File: config.mk
export PLATFORM = sky130hd
export DESIGN_NAME = rd_fwft_stage_flat
export DESIGN_NICKNAME = d
export VERILOG_FILES = /design/src/rtl/rd_fwft_if.sv /design/src/rtl/rd_fwft_stage.sv /design/src/flat_wrapper.sv
export SDC_FILE = /design/constraint.sdc
export NUM_CORES = 1
export LEC_CHECK = 0
export CELL_PAD_IN_SITES_DETAIL_PLACEMENT = 2
export CELL_PAD_IN_SITES_GLOBAL_PLACEMENT = 2
export CORE_MARGIN = 10
export CORE_UTILIZATION = 33
export CTS_BUF_LIST = sky130_fd_sc_hd__clkbuf_4 sky130_fd_sc_hd__clkbuf_8
export CTS_CLUSTER_DIAMETER = 30
export DETAILED_ROUTE_END_ITERATION = 10
export GPL_TIMING_DRIVEN = 1
export PLACE_DENSITY = 0.88
export SLEW_MARGIN = 20
export SYNTH_ARGS = -nofsm -noshare
export SYNTH_HDL_FRONTEND = slang
export SYNTH_SLANG_ARGS = --single-unit
File: constraint.sdc
create_clock -name rclk -period 2 [get_ports rclk]
set_input_delay 0.3 -clock rclk [delete_from_list [all_inputs] [get_ports rclk]]
set_output_delay 0.3 -clock rclk [all_outputs]
set_load 0.005 [all_outputs]
File: src/rtl/rd_fwft_if.sv
// Handshake bundle between the read-domain FWFT output stage, the read-pointer
// block / memory read port on one side, and the stream consumer on the other.
interface rd_fwft_if #(
  parameter int DATA_WIDTH = 8
);
  logic                  rempty;
  logic                  read_enable;
  logic [DATA_WIDTH-1:0] rdata;
  logic [DATA_WIDTH-1:0] out_data;
  logic                  out_valid;
  logic                  out_ready;
  logic [15:0]           stall_cnt;

  modport slave (
    input  rempty, rdata, out_ready,
    output read_enable, out_data, out_valid, stall_cnt
  );

  modport master (
    output rempty, rdata, out_ready,
    input  read_enable, out_data, out_valid, stall_cnt
  );
endinterface

File: src/rtl/rd_fwft_stage.sv
// Read-domain FWFT output stage: 3-entry prefetch buffer turning read_enable/rempty
// plus 1-cycle memory latency into a valid/ready stream. Stall counter under RD_FWFT_STATS_EN.
//
// state    | meaning
// ---------+---------------------------------------------
// ST_EMPTY | no buffered word, out_valid low
// ST_ONE   | one buffered word (steady streaming state)
// ST_TWO   | two buffered words
// ST_FULL  | three buffered words, no read may be in flight
module rd_fwft_stage #(
  parameter int DATA_WIDTH = 8
) (
  input  logic       rclk,
  input  logic       rrst_n,
  rd_fwft_if.slave   bus
);

  typedef enum logic [1:0] {
    ST_EMPTY = 2'd0,
    ST_ONE   = 2'd1,
    ST_TWO   = 2'd2,
    ST_FULL  = 2'd3
  } occ_e;

  occ_e                  state_q, state_d;
  logic                  inflight_q;
  logic                  out_valid_q;
  logic [DATA_WIDTH-1:0] buf_q [3];
  logic [DATA_WIDTH-1:0] buf_d [3];
  logic                  accept;
  logic                  pop;
  logic                  land;
  logic [1:0]            wr_idx;
  logic [2:0]            committed;

  // Reads are gated only by registered state so out_ready never reaches read_enable.
  assign committed       = {1'b0, state_q} + {2'b00, inflight_q};
  assign bus.read_enable = rrst_n && !bus.rempty && (committed < 3'd3);
  assign accept          = bus.read_enable;
  assign pop             = out_valid_q && bus.out_ready;
  assign land            = inflight_q;

  assign bus.out_valid = out_valid_q;
  assign bus.out_data  = buf_q[0];

  always_comb begin
    state_d = state_q;
    buf_d   = buf_q;
    wr_idx  = state_q - {1'b0, pop};
    case ({land, pop})
      2'b10:   state_d = occ_e'(state_q + 2'd1);
      2'b01:   state_d = occ_e'(state_q - 2'd1);
      default: state_d = state_q;
    endcase
    if (pop) begin
      buf_d[0] = buf_q[1];
      buf_d[1] = buf_q[2];
    end
    // Landing word goes behind whatever survives the pop, preserving order.
    if (land && (wr_idx != 2'd3)) begin
      buf_d[wr_idx] = bus.rdata;
    end
  end

  always_ff @(posedge rclk or negedge rrst_n) begin
    if (!rrst_n) begin
      state_q     <= ST_EMPTY;
      inflight_q  <= 1'b0;
      out_valid_q <= 1'b0;
      buf_q       <= '{default: '0};
    end else begin
      state_q     <= state_d;
      inflight_q  <= accept;
      out_valid_q <= (state_d != ST_EMPTY);
      buf_q       <= buf_d;
    end
  end

`ifdef RD_FWFT_STATS_EN
  logic [15:0] stall_cnt_q;

  always_ff @(posedge rclk or negedge rrst_n) begin
    if (!rrst_n) begin
      stall_cnt_q <= 16'd0;
    end else if (out_valid_q && !bus.out_ready && (stall_cnt_q != 16'hFFFF)) begin
      stall_cnt_q <= stall_cnt_q + 16'd1;
    end
  end

  assign bus.stall_cnt = stall_cnt_q;
`else
  assign bus.stall_cnt = 16'd0;
`endif

  // A full buffer can never have a word in flight.
  assert property (@(posedge rclk) disable iff (!rrst_n) !(inflight_q && (state_q == ST_FULL)))
    else $error("rd_fwft_stage: landing into full buffer");

endmodule

File: src/flat_wrapper.sv
// flat-port wrapper written by rule: the top's interface ports become plain ports
module rd_fwft_stage_flat 
#(
  parameter int DATA_WIDTH = 8
)
  (rclk, rrst_n, bus_rempty, bus_rdata, bus_out_ready, bus_read_enable, bus_out_data, bus_out_valid, bus_stall_cnt);
  rd_fwft_if #(.DATA_WIDTH(DATA_WIDTH)) bus_i ();
  input  logic rclk;
  input  logic rrst_n;
  input wire logic [$bits(bus_i.rempty)-1:0] bus_rempty;
  input wire logic [$bits(bus_i.rdata)-1:0] bus_rdata;
  input wire logic [$bits(bus_i.out_ready)-1:0] bus_out_ready;
  output wire logic [$bits(bus_i.read_enable)-1:0] bus_read_enable;
  output wire logic [$bits(bus_i.out_data)-1:0] bus_out_data;
  output wire logic [$bits(bus_i.out_valid)-1:0] bus_out_valid;
  output wire logic [$bits(bus_i.stall_cnt)-1:0] bus_stall_cnt;
  assign bus_i.rempty = bus_rempty;
  assign bus_i.rdata = bus_rdata;
  assign bus_i.out_ready = bus_out_ready;
  assign bus_read_enable = bus_i.read_enable;
  assign bus_out_data = bus_i.out_data;
  assign bus_out_valid = bus_i.out_valid;
  assign bus_stall_cnt = bus_i.stall_cnt;
  rd_fwft_stage #(.DATA_WIDTH(DATA_WIDTH)) u_core (.rclk(rclk), .rrst_n(rrst_n), .bus(bus_i));
endmodule
# --- Yosys cells after proc, flatten, opt, wreduce, memory -nomap -nowiden ---
# Cells that the tools add are included.
op_classes:
  muxes: 6
  reduce_logical: 7
  addsub: 4
  n_bitwise: 1
  eq_ne: 3
  order_cmp: 3
  div_mod_pow: 0
  n_mul: 0
  n_shift: 0
op_table:
  columns: ["op", "n"]
  rows:
  - ["$bwmux 24", 1]
  - ["$mux 24", 1]
  - ["$demux 8 s2", 1]
  - ["$mux 16", 1]
  - ["$mux 8", 1]
  - ["$logic_and 1x1->1", 5]
  - ["$pmux 2 s2", 1]
  - ["$add 2x1->3", 1]
  - ["$ge 3x3->1 const B", 1]
  - ["$lt 3x1->1 const B", 1]
  - ["$lt 3x2->1 const B", 1]
  - ["$not 2->3", 1]
  - ["$add 2x1->2 const B", 1]
  - ["$eq 2x1->1 const B", 1]
  - ["$eq 2x2->1 const B", 1]
  - ["$ne 2x2->1 const B", 1]
  - ["$reduce_bool 2->1", 1]
  - ["$sub 2x1->2", 1]
  - ["$sub 2x1->2 const B", 1]
  - ["$logic_not 1->1", 1]
totals:
  rom_bits: 0
  memories: 0
  latch_bits: 0
  word_cells: 30
  input_bits: 12
  reg_bits: 28
  ramBits: 0

# --- Logic depth before layout (Yosys ltp) ---
# Gate-level depths: netlist of the first run.
logic_depth:
  depth_word: 9
  mapped_depth: 6
  ltp_nobuf: 4

# --- Least setup slack after synthesis of the first run ---
# No wires, ideal clock.
synth_path:
  kind: "flip-flop to output port"
  startpoint: "register u_core.state_q[0]"
  endpoint: "output bus_read_enable"
  t_required_ns: 1.700
  arrival_time_ns: 1.414
  path_buffers: 0
  stages_incl_launch_ff: 4
  slack_ns: 0.286
  path_cell_list: "dfrtp_1 -> ha_1 -> ha_1 -> a2111oi_0"
synth_between:
  elab_chain_len: 3
synth_lines:
  columns: ["element", "line_no", "text"]
  rows:
  - ["from (decl)", "rd_fwft_stage.sv:25", "occ_e state_q, state_d;"]
  - ["from (signal assigned)", "rd_fwft_stage.sv:72", "state_q <= state_d;"]
  - ["$add 2x1->3", "rd_fwft_stage.sv:37", "assign committed = {1'b0, state_q} + {2'b00, inflight_q};"]
  - ["$lt 3x2->1", "rd_fwft_stage.sv:38", "assign bus.read_enable = rrst_n && !bus.rempty && (committed < 3'd3);"]
  - ["$logic_and 1x1->1", "rd_fwft_stage.sv:38", null]
  - ["to (decl)", "flat_wrapper.sv:13", "output wire logic [$bits(bus_i.read_enable)-1:0] bus_read_enable;"]
# No other way between the ends.

# --- Worst setup path after layout of the first run ---
# Same ends and word-level chain as after synthesis.

==> results summary, run 1 <==
Among all stages on the critical path, the largest delay is contributed by sky130_fd_sc_hd__dfrtp_1. The vias after detailed routing came out at between 900 and 1000. The deepest clock path buffer count came out at 2. The initial antenna violation count is 0. The reported max-cap violation count is 0. Of the available clock period, the critical path in the final layout requires a little over nine tenths.

In this run the worst hold path is classified as in2async. Pin placement for this block handled 38 I/O pins. The placeable core region came out at around 4400 um2. After detailed routing, the total wire length is roughly 3.8 mm.

The static leakage came out at 0.839 nW. At the worst endpoint, the required time is 1.70 ns. The synthesized netlist cell count came out at ~130. The final number of hold-violating endpoints is 0. The die boundary height came out at between 80 and 90 um.

STA classifies the critical path endpoint as an output pin. The clock latency at the later pin of the worst-skew pair came out at between 0.2 and 0.3 ns. The weighted congestion reported at the end of routability-driven placement is about 0.73. The critical path goes through ha_2, ha_4, a2111oi_4, buf_4, buf_6. The repair_antennas step left the layout with diodes totalling 0. The top cell family by delay on the critical path is adder cells. During synthesis, Yosys emitted a total of 0 warnings. The via count of the first global-routing pass is roughly 1200. The synthesized area per cell is between 10 and 15 um2.

The final clock skew is between 0.003 and 0.004 ns. The largest stage delay on the critical path is approximately 0.40 ns. Entering global routing, the biggest net connects 29 pins. The combined area of all synthesized cells is 1530 um2. The final number of setup-violating endpoints came out at 0.

The die boundary width came out at 88.0 um. The wire length per cell after detailed routing came out at about 19 um. In the layout the commonest cells are sky130_fd_sc_hd__dfrtp_1, sky130_fd_sc_hd__clkdlybuf4s50_1, sky130_fd_sc_hd__mux2_2, sky130_fd_sc_hd__conb_1, sky130_fd_sc_hd__buf_4. The post-route netlist has 31.3% of its cells at a drive strength greater than 1.

The half-perimeter wire length after detailed placement is 2.75 mm. The first-pass GRT wire length came out at 6.16 mm. The run finished with clean final reports. The register bit total from synthesis came out at 28.

The TritonCTS buffer count is 3. The share of the yosys chip area belonging to registers came out at 45.9%. The first-pass detailed-route iteration total is 2. The worst flop-to-flop path startpoint is u_core.state_q[0]. The worst path buffer plus inverter count is 2. The worst-case IR drop observed on VDD is ~0.45 mV. The clock sink count came out at 28.

The critical path class is reg2out. The fraction of the core area covered by cells at the end of the flow came out at roughly 41%. The synthesized design devotes to its leading area cell type between 40% and 50% of total area. The maximum net fanout on the critical path is 2. The library cell used most frequently in the layout, excluding fill and tap cells, is sky130_fd_sc_hd__dfrtp_1. Of all cell types, the one taking the most synthesized area is sky130_fd_sc_hd__dfrtp_1.

The residual overflow from global routing came out at 0. The number of nets in the layout came out at around 170. Setup repair after global routing could not meet its margin everywhere. Based on the critical path, the design can be clocked at up to a little over 500 MHz.

The count of buffers inserted at the top-level ports came out at 21. The final count of pins violating max slew is 0. The DRC violation count after routing came out at 0.

The clock input transition at the sequential cells of the worst setup and hold paths is approximately 0.09 ns. The minimum period implied by the final worst setup slack came out at approximately 2.0 ns. Counting distinct cell types in the post-synthesis netlist gives 28.

The power per cell area is around 1400 nW/um2. Power comes to between 0.002 and 0.003 W. The signed area change from the synthesized netlist to the final layout came out at 19.8%.

The detail route stage leaves a number of antenna-violating nets equal to 0. The source of the critical timing path is u_core.state_q[0]. The starting density of the core came out at about a third. The overall fraction of global-route tracks in use is around 10%.

The clock tree root driver cell is sky130_fd_sc_hd__clkbuf_8. The placement-stage cell area is roughly 1700 um2. The endpoint arrival time on the critical path came out at 1.65 ns. The area of the die is approximately 7700 um2. Ranked by total cell area, the synthesized netlist is headed by sky130_fd_sc_hd__dfrtp_1, sky130_fd_sc_hd__buf_4, sky130_fd_sc_hd__mux2_2, sky130_fd_sc_hd__mux2_4, sky130_fd_sc_hd__mux2i_1. The via density per instance is approximately 4.8. The deepest level of the CTS H-tree is 1.

The cell area after layout came out at roughly 1800 um2. The register-to-register setup slack is between 0.3 and 0.4 ns. The number of violations reported at the end of detailed-routing iteration 0 is 37. The number of rows in the core area came out at 24. TritonCTS built the clock tree. The kind of start point of the critical path is a flip-flop.
==> worst paths after layout <==
check                                         end  cells after the start
setup / recovery                  bus_read_enable                      5
max in group asynchronous  u_core.bus.out_data[2]                      2
hold / removal               u_core.bus.out_valid                      2
hold reg to reg                         flip-flop                      1
setup reg to reg                        flip-flop                      5
min in group rclk                       flip-flop                      1
==> routing by layer <==
layer | track usage, % | wire (um) | vias up
met4 | 5.28 | 91 | 0
met1 | 10.9 | 1490 | 486
met3 | 2.41 | 259 | 9
met5 | 0 | 0 | -
li1 | - | - | 439
met2 | 17.9 | 1930 | 29
==> repair_timing <==
item                                    4_1_cts  5_1_grt
pin swaps                                     2        0
endpoints found under the setup margin        1        1
resized for setup                             9        1
gates cloned                                  0        0
setup buffers                                 1        0
endpoints found under the hold margin         0        0
hold buffers                                  0        0
==> kinds of logic (layout without fill, tap and decap cells) <==
group / after synthesis / after routing / synth area share, %
DFF: 28 / 28 / 45.9
xor gates and xnor gates: 2 / 2 / 1.15
muxes: 32 / 32 / 24.9
buffers and inverters: 30 / 38 / 14.0
AOI/OAI and AO/OA: 14 / 14 / 5.57
and+or+nand+nor: 18 / 18 / 6.56
other: 1 / 16 / 0.246
adders and majority gates: 2 / 2 / 1.64
==> final cells by class <==
class / count / area [um2]
fill: 443 / 2590
multi-input combinational: 84 / 702
sequential: 28 / 701
timing repair buffer: 33 / 302
tap: 52 / 65.1
clock buffer: 4 / 55.1
inverter: 1 / 3.75
==> cell usage after synthesis <==
library cell                count
sky130_fd_sc_hd__dfrtp_1       28
sky130_fd_sc_hd__buf_4         24
sky130_fd_sc_hd__mux2_2        16
sky130_fd_sc_hd__nor2_1         9
sky130_fd_sc_hd__a21oi_1        8
sky130_fd_sc_hd__mux2_4         8
sky130_fd_sc_hd__mux2i_1        8
sky130_fd_sc_hd__buf_2          3
sky130_fd_sc_hd__ha_1           2
sky130_fd_sc_hd__nand3_1        2
sky130_fd_sc_hd__o21ai_0        2
sky130_fd_sc_hd__a2111oi_0      1
sky130_fd_sc_hd__a21bo_1        1
sky130_fd_sc_hd__a22oi_1        1
sky130_fd_sc_hd__and2_4         1
sky130_fd_sc_hd__and3_4         1
sky130_fd_sc_hd__and3b_1        1
sky130_fd_sc_hd__buf_6          1
sky130_fd_sc_hd__clkbuf_1       1
sky130_fd_sc_hd__conb_1         1
sky130_fd_sc_hd__inv_1          1
sky130_fd_sc_hd__nand2_1        1
sky130_fd_sc_hd__nand3b_1       1
sky130_fd_sc_hd__nand4b_1       1
sky130_fd_sc_hd__nor3b_1        1
sky130_fd_sc_hd__o21ai_2        1
sky130_fd_sc_hd__xnor2_1        1
sky130_fd_sc_hd__xor2_1         1
==> per-stage QoR <==
step | hold slack [ns] | instances | worst slack, ns | setup TNS, ns
global placement | 0.490 | 197 | -0.192 | -0.192
detailed placement | 0.496 | 197 | -0.301 | -0.301
CTS | 0.448 | 202 | 0.0277 | 0
global route | 0.491 | 202 | -0.0186 | -0.0186
finish | 0.447 | 202 | 0.0479 | 0
floorplan | 0.00441 | 142 | 0.286 | 0
==> power by group <==
part           leakage, nW  internal [W]  switching [W]  total (W)
registers            0.336      0.000851       0.000170    0.00102
clock network       0.0288      0.000176       0.000170   0.000346
logic                0.474      0.000753       0.000488    0.00124
total                0.839       0.00178       0.000828    0.00261
(Power assumes the default switching activity.)
==> run 2, diff against run 1 <==
--- a/config.mk
+++ b/config.mk
@@ -14,6 +14,7 @@
 export DETAILED_ROUTE_END_ITERATION = 10
 export GPL_TIMING_DRIVEN = 1
 export PLACE_DENSITY = 0.88
+export RECOVER_POWER = 100
 export SLEW_MARGIN = 20
 export SYNTH_ARGS = -nofsm -noshare
 export SYNTH_HDL_FRONTEND = slang
==> results summary, run 2 (synthesized netlist as in run 1, its figures left out) <==
The flow ran to the end, and the final reports show no timing, DRC or antenna violations. The maximum net fanout on the critical path is 2. The count of buffers inserted at the top-level ports is 21. In this run the cell area measured after placement is approximately 1700 um2. The clock tree from TritonCTS is done.

The weighted congestion reported at the end of routability-driven placement came out at around 0.73. Subtracting the final worst setup slack from the clock period gives a little under 2 ns. The tool flagged a number of max-cap violations equal to 0. The final number of setup-violating endpoints is 0. The number of antenna cells inserted came out at 0. For the pin with the worst max-slew slack, the measured transition is around 0.70 ns. Relative to the synthesized area, the layout overhead comes to 16.3%. The total design power came out at approximately 0.0025 W. The worst setup path is captured at an output pin.

The largest net degree at the start of global routing is 29. For the final database, setup skew stands at roughly 0.0032 ns. The initial antenna violation count came out at 0. The kind of start point of the critical path is a flip-flop. The number of violations reported at the end of detailed-routing iteration 0 is 44. The via count of the first global-routing pass was between 1000 and 1500. The share of the clock period used by the worst path after layout is 97.6%. The endpoint arrival time on the critical path is between 1.5 and 2 ns. Leaving out fill and tap cells, the most frequent cells in the layout are sky130_fd_sc_hd__dfrtp_1, sky130_fd_sc_hd__mux2_2, sky130_fd_sc_hd__conb_1. The power per cell area is between 1000 and 1500 nW/um2. The filler cell count in the final layout is 454. The switching part of the total is 32.6%.

The first global-routing pass estimated a little over 6 mm of wire. The combinational group share of total power is around 45%. The final number of hold-violating endpoints came out at 0. TritonCTS created 3 clock buffers.

The DRC violation count after routing is 0. Setup repair after global routing could not meet its margin everywhere. The depth of the worst register-to-register path came out at 5. In the final routed layout, each cell accounts on average for 18.5 um.

The number of placed I/O pins came out at 38. The met2 wirelength from detailed routing is 1.91 mm. CTS built an H-tree with a depth of 1.

The post-route antenna net violation count is 0. The core region is ~4400 um2. Clock tree synthesis selected as its root buffer the cell sky130_fd_sc_hd__clkbuf_8. The worst hold-check slack came out at a little under 0.5 ns. Clock tree synthesis found a total of 28 sinks. The data required time at the worst endpoint came out at 1.70 ns. The library cell used most frequently in the layout, excluding fill and tap cells, is sky130_fd_sc_hd__dfrtp_1. The net switching power figure came out at 0.000803 W. The internal power of the cells is around 0.0017 W. The register-to-register setup slack is 0.21 ns.

In the final routing, the length of wire on met1 measures 1.47 mm. The sequential share of power is 41.1%. The deepest clock path buffer count came out at 2. Of the cells placed in the final design, the portion with a size suffix greater than 1 is 23.3%. The cell depth of the worst min-delay path came out at 1. The cell area after layout came out at 1780 um2. The overall fraction of global-route tracks in use came out at 10.1%. The first-pass detailed-route iteration total came out at 2. At the later pin of the worst-skew pair, clock insertion delay measures approximately 0.27 ns. The source of the critical timing path is u_core.state_q[0]. The clock input transition at the sequential cells of the worst setup and hold paths came out at ~0.090 ns. The die boundary width is about 88 um. VDD sags by at most about 0.44 mV.

The half-perimeter wire length after detailed placement came out at roughly 2.7 mm. In this run the critical register-to-register path is launched from u_core.state_q[0]. Summing over every cut layer, the via total after detailed routing is 952.

The worst setup slack after placement is -0.301 ns. The residual overflow from global routing is 0. The die boundary height is a little under 90 um.

The via density per instance is 4.71. The critical path class is reg2out. The worst relative slew slack came out at 53.2%. The highest layer used for signal routing is met4.

The static leakage came out at around 0.81 nW. The amount of wire on met3 after detailed routing is 257 um. The total routed wirelength is 3.73 mm. Row generation in the floorplan step produced 24 rows. The min-delay analysis places its worst path in the category reg2reg.

The highest clock rate came out at between 500 and 600 MHz. Adding up every negative setup slack in the final design gives 0 ns. The final count of pins violating max slew came to 0. The starting density of the core came out at approximately a third.

The number of nets in the layout is between 150 and 200. The clock network burns around 14% of the power. The number of hold-repair buffers added at the cts stage came out at 0.

The final worst-path setup slack came out at around 0.047 ns. The area of the die came out at ~7700 um2.
## run 2: cell count changes in the layout (fill, tap and decap cells not counted), moves of 2 or more
cell / previous run / this run
sky130_fd_sc_hd__mux2_1: 0 / 7
sky130_fd_sc_hd__clkdlybuf4s50_1: 20 / 9
sky130_fd_sc_hd__mux2_4: 8 / 1
sky130_fd_sc_hd__clkbuf_1: 0 / 3
sky130_fd_sc_hd__buf_4: 12 / 7
sky130_fd_sc_hd__clkbuf_2: 0 / 2
sky130_fd_sc_hd__dlygate4sd3_1: 0 / 11
## run 2: cell type report
cell class	count	area [um2]	area share [%]
sequential	28	701	39.5
multi-input combinational	84	666	37.5
timing repair buffer	33	285	16.1
tap	52	65.1	3.66
clock buffer	4	55.1	3.10
inverter	1	3.75	0.211
## run 2: worst max path at each step
stage | to | slack, ns | cells after the start
finish | bus_read_enable | 0.05 | 5
global route | bus_read_enable | -0.02 | 5
CTS | bus_read_enable | 0.03 | 5
detailed placement | bus_read_enable | -0.30 | 5
global placement | bus_read_enable | -0.19 | 5
floorplan | bus_read_enable | 0.29 | 3
## run 2: metal layers
| metal | GRT usage (%) | vias to the layer above |
|---|---|---|
| li1 | - | 441 |
| met1 | 10.9 | 473 |
| met2 | 17.9 | 29 |
| met3 | 2.41 | 9 |
| met4 | 5.28 | 0 |
| met5 | 0 | - |
## run 2: through the flow
step / utilization (%) / std cells
5_1_grt: 40.2 / 202
6_report: 40.2 / 202
4_1_cts: 41.3 / 202
3_5_place_dp: 39.2 / 197
3_3_place_gp: 39.2 / 197
2_1_floorplan: - / 142
## run 2: timing repair
| item | in CTS | in global routing |
|---|---|---|
| setup endpoints to repair | 1 | 1 |
| resized for setup | 9 | 1 |
| buffers inserted | 1 | 0 |
| pin swaps | 2 | 0 |
## run 2: critical path: stages (launching register included)
cell,delay [ns]
sky130_fd_sc_hd__dfrtp_1,0.40
sky130_fd_sc_hd__ha_2,0.20
sky130_fd_sc_hd__ha_4,0.22
sky130_fd_sc_hd__a2111oi_4,0.30
sky130_fd_sc_hd__buf_4,0.18
sky130_fd_sc_hd__buf_6,0.09
## run 2: power by group through the flow
| stage | Clock (W) | Sequential (W) | Combinational (W) |
|---|---|---|---|
| after floorplan | 0 | 0.000987 | 0.000837 |
| after global placement | 0 | 0.000990 | 0.00108 |
| after detailed placement | 0 | 0.00103 | 0.00118 |
| after CTS | 0.000360 | 0.00103 | 0.00124 |
| after global routing | 0.000385 | 0.00105 | 0.00122 |
| final | 0.000346 | 0.00101 | 0.00110 |
==> run 3, diff against run 2 <==
--- a/config.mk
+++ b/config.mk
@@ -10,7 +10,6 @@
 export CORE_MARGIN = 10
 export CORE_UTILIZATION = 33
 export CTS_BUF_LIST = sky130_fd_sc_hd__clkbuf_4 sky130_fd_sc_hd__clkbuf_8
-export CTS_CLUSTER_DIAMETER = 30
 export DETAILED_ROUTE_END_ITERATION = 10
 export GPL_TIMING_DRIVEN = 1
 export PLACE_DENSITY = 0.88
==> constraint.sdc (replaced) <==
create_clock -name rclk -period 1.8 [get_ports rclk]
set_input_delay 0.27 -clock rclk [delete_from_list [all_inputs] [get_ports rclk]]
set_output_delay 0.27 -clock rclk [all_outputs]
set_load 0.005 [all_outputs]
==> results summary, run 3 (synthesized netlist as in run 1, its figures left out) <==
In the final timing run, aggregate negative setup slack is -0.142 ns. Leaving out fill and tap cells, the most frequent cell in the layout is sky130_fd_sc_hd__dfrtp_1. The filler cells instantiated in the layout total 452.

The placeable core region is 4410 um2. The final reports fail on setup timing. The highest clock rate is slightly above 500 MHz. The library cells used most frequently in the layout, excluding fill and tap cells, are sky130_fd_sc_hd__dfrtp_1, sky130_fd_sc_hd__mux2_2, sky130_fd_sc_hd__conb_1, sky130_fd_sc_hd__clkdlybuf4s50_1, sky130_fd_sc_hd__buf_4. In this run switching power makes up 32.7% of total power. The share of the clock period used by the worst path after layout came out at 108%. The number of rows in the core area came out at 24. The first global-routing pass estimated approximately 6.6 mm of wire.

In the global route stage, overall resource usage came out at 11.0%. The static leakage came out at between 0.8 and 0.9 nW. The placement-stage cell area came out at about 1800 um2.

The initial antenna violation count is 0. The final clock skew came out at approximately 0.003 ns. The reported max-cap violation count came out at 0.

The flow ran to the end, but the final reports show violations. The endpoint arrival time on the critical path came out at 1.67 ns. The first-pass detailed-route iteration total is 2. The worst setup path is captured at an output pin. The via count of the first global-routing pass is about 1200. The net switching power figure is between 0.0009 and 0.001 W.

The tightest min-delay check is of the reg2reg type. The internal power of the cells came out at about 0.002 W. The deepest level of the CTS H-tree came out at 1.

The wire length per cell after detailed routing is 19.9 um. The clock sink count is 28. Setup violations remaining at the end of the flow were counted as 1. The die boundary width is just under 90 um. The count of buffers inserted at the top-level ports came out at 21. The maximum VDD drop is between 0.3 and 0.4 mV. Sequential cells account for a little under two fifths of the total power. The kind of start point of the critical path is a flip-flop.

The die boundary height came out at between 80 and 90 um. The starting density of the core came out at ~35%. Wire segments on met2 add up to around 2.2 mm in the final route. The final number of hold-violating endpoints is 0. The critical path in this run is classified as reg2out. Compared with the post-synthesis result, the final layout area differs by 22.2%.

The area of the die came out at slightly below 8000 um2. In this run, the number of DRC markers left after iteration 0 of detailed routing was roughly 50. The largest net degree at the start of global routing is 29. The met1 layer wirelength in the final routing came out at between 1.5 and 2 mm. The clock latency at the later pin of the worst-skew pair came out at roughly 0.27 ns. The post-route netlist has between 30% and 40% of its cells at a drive strength greater than 1.

The number of nets in the layout came out at 170. The cell area after layout came out at 1870 um2. The detailed router used layers up to and including met4. The clock input transition at the sequential cells of the worst setup and hold paths came out at roughly 0.09 ns. The clock passes through at most 2 buffers.

The DRC violation count after routing is 0. The fraction of power consumed by the clock network is 13.1%. The worst pin sits at a relative slew slack of 51.9%. The power per cell area is around 1600 nW/um2.

The post-route antenna net violation count came out at 0. Dividing the detail-routed via count by the number of cells gives slightly below 5. The number of antenna cells inserted is 0.

The total routed wirelength came out at between 4 and 5 mm. Counting the buffers created by CTS gives 3. Detailed placement finished with a half-perimeter wire length of just over 3 mm.

The combinational group share of total power is just under 50%. The amount of wire on met3 after detailed routing came out at between 200 and 250 um. The final count of pins violating max slew came out at 0. The residual overflow from global routing is 0. The data required time at the worst endpoint came out at approximately 1.5 ns. The congestion estimate from routability-driven global placement came to a little over 0.7. The maximum net fanout on the critical path is 2. The slew at the pin closest to its max-slew limit is between 0.7 and 0.8 ns. Setup repair after global routing could not meet its margin everywhere.

For this design the top-level I/O count stands at 38. Clock tree synthesis selected as its root buffer the cell sky130_fd_sc_hd__clkbuf_8. The clock tree from TritonCTS is done. The final worst-path setup slack came out at -0.142 ns.

The minimum period implied by the final worst setup slack is around 1.9 ns. Summing over every cut layer, the via total after detailed routing is 1004.
[run 3: worst paths after layout]
check	from	to	slack [ns]	cells past startpoint
max	u_core.state_q[0]	bus_read_enable	-0.14	5
min reg2reg	flip-flop	flip-flop	0.52	1
max reg2reg	u_core.state_q[0]	flip-flop	0.09	5
min in group asynchronous	rrst_n	u_core.bus.out_valid	0.63	2
min	flip-flop	flip-flop	0.52	1
max in group asynchronous	rrst_n	asynchronous set/reset pin	0.71	2
[run 3: what timing repair did]
action | in CTS | in global routing
hold buffers | 0 | 0
endpoints found under the setup margin | 1 | 6
gates resized for setup | 10 | 1
buffers inserted | 2 | 1
pin swaps | 2 | 1
[run 3: cell type report]
cell class              instances  area, um2  area share (%)
clock buffers                   4       55.1            2.95
inverters                       1       3.75           0.201
multi-input cells              84        704            37.8
flip-flops and latches         28        701            37.6
well taps                      52       65.1            3.49
repair buffers                 38        337            18.0
[run 3: power groups by stage]
stage	combinational (W)	sequential (W)	clock, W
6_report	0.00145	0.00114	0.000391
5_1_grt	0.00159	0.00118	0.000438
4_1_cts	0.00147	0.00115	0.000411
3_5_place_dp	0.00137	0.00115	0
3_3_place_gp	0.00125	0.00110	0
2_1_floorplan	0.000930	0.00110	0
[run 3: through the flow]
stage                     hold WS (ns)  cells  setup WS (ns)  power, W  utilization [%]
after CTS                        0.427    206         -0.131   0.00302             42.1
after global placement           0.490    200         -0.360   0.00235             39.7
after global routing             0.551    207         -0.211   0.00321             42.3
after floorplan                -0.0256    142          0.116   0.00203                -
final                            0.523    207         -0.142   0.00298             42.3
after detailed placement         0.496    200         -0.443   0.00252             39.7
[run 3: worst max-delay path, cell delays in order (launching register included)]
cell                        delay (ns)
sky130_fd_sc_hd__dfrtp_1          0.40
sky130_fd_sc_hd__ha_2             0.20
sky130_fd_sc_hd__ha_4             0.24
sky130_fd_sc_hd__a2111oi_4        0.29
sky130_fd_sc_hd__buf_4            0.18
sky130_fd_sc_hd__buf_6            0.09
[run 3: metal layers]
layer / vias up / track usage [%]
met2: 29 / 20.4
li1: 451 / -
met1: 515 / 11.3
met4: 0 / 4.71
met3: 9 / 2.69
met5: - / 0
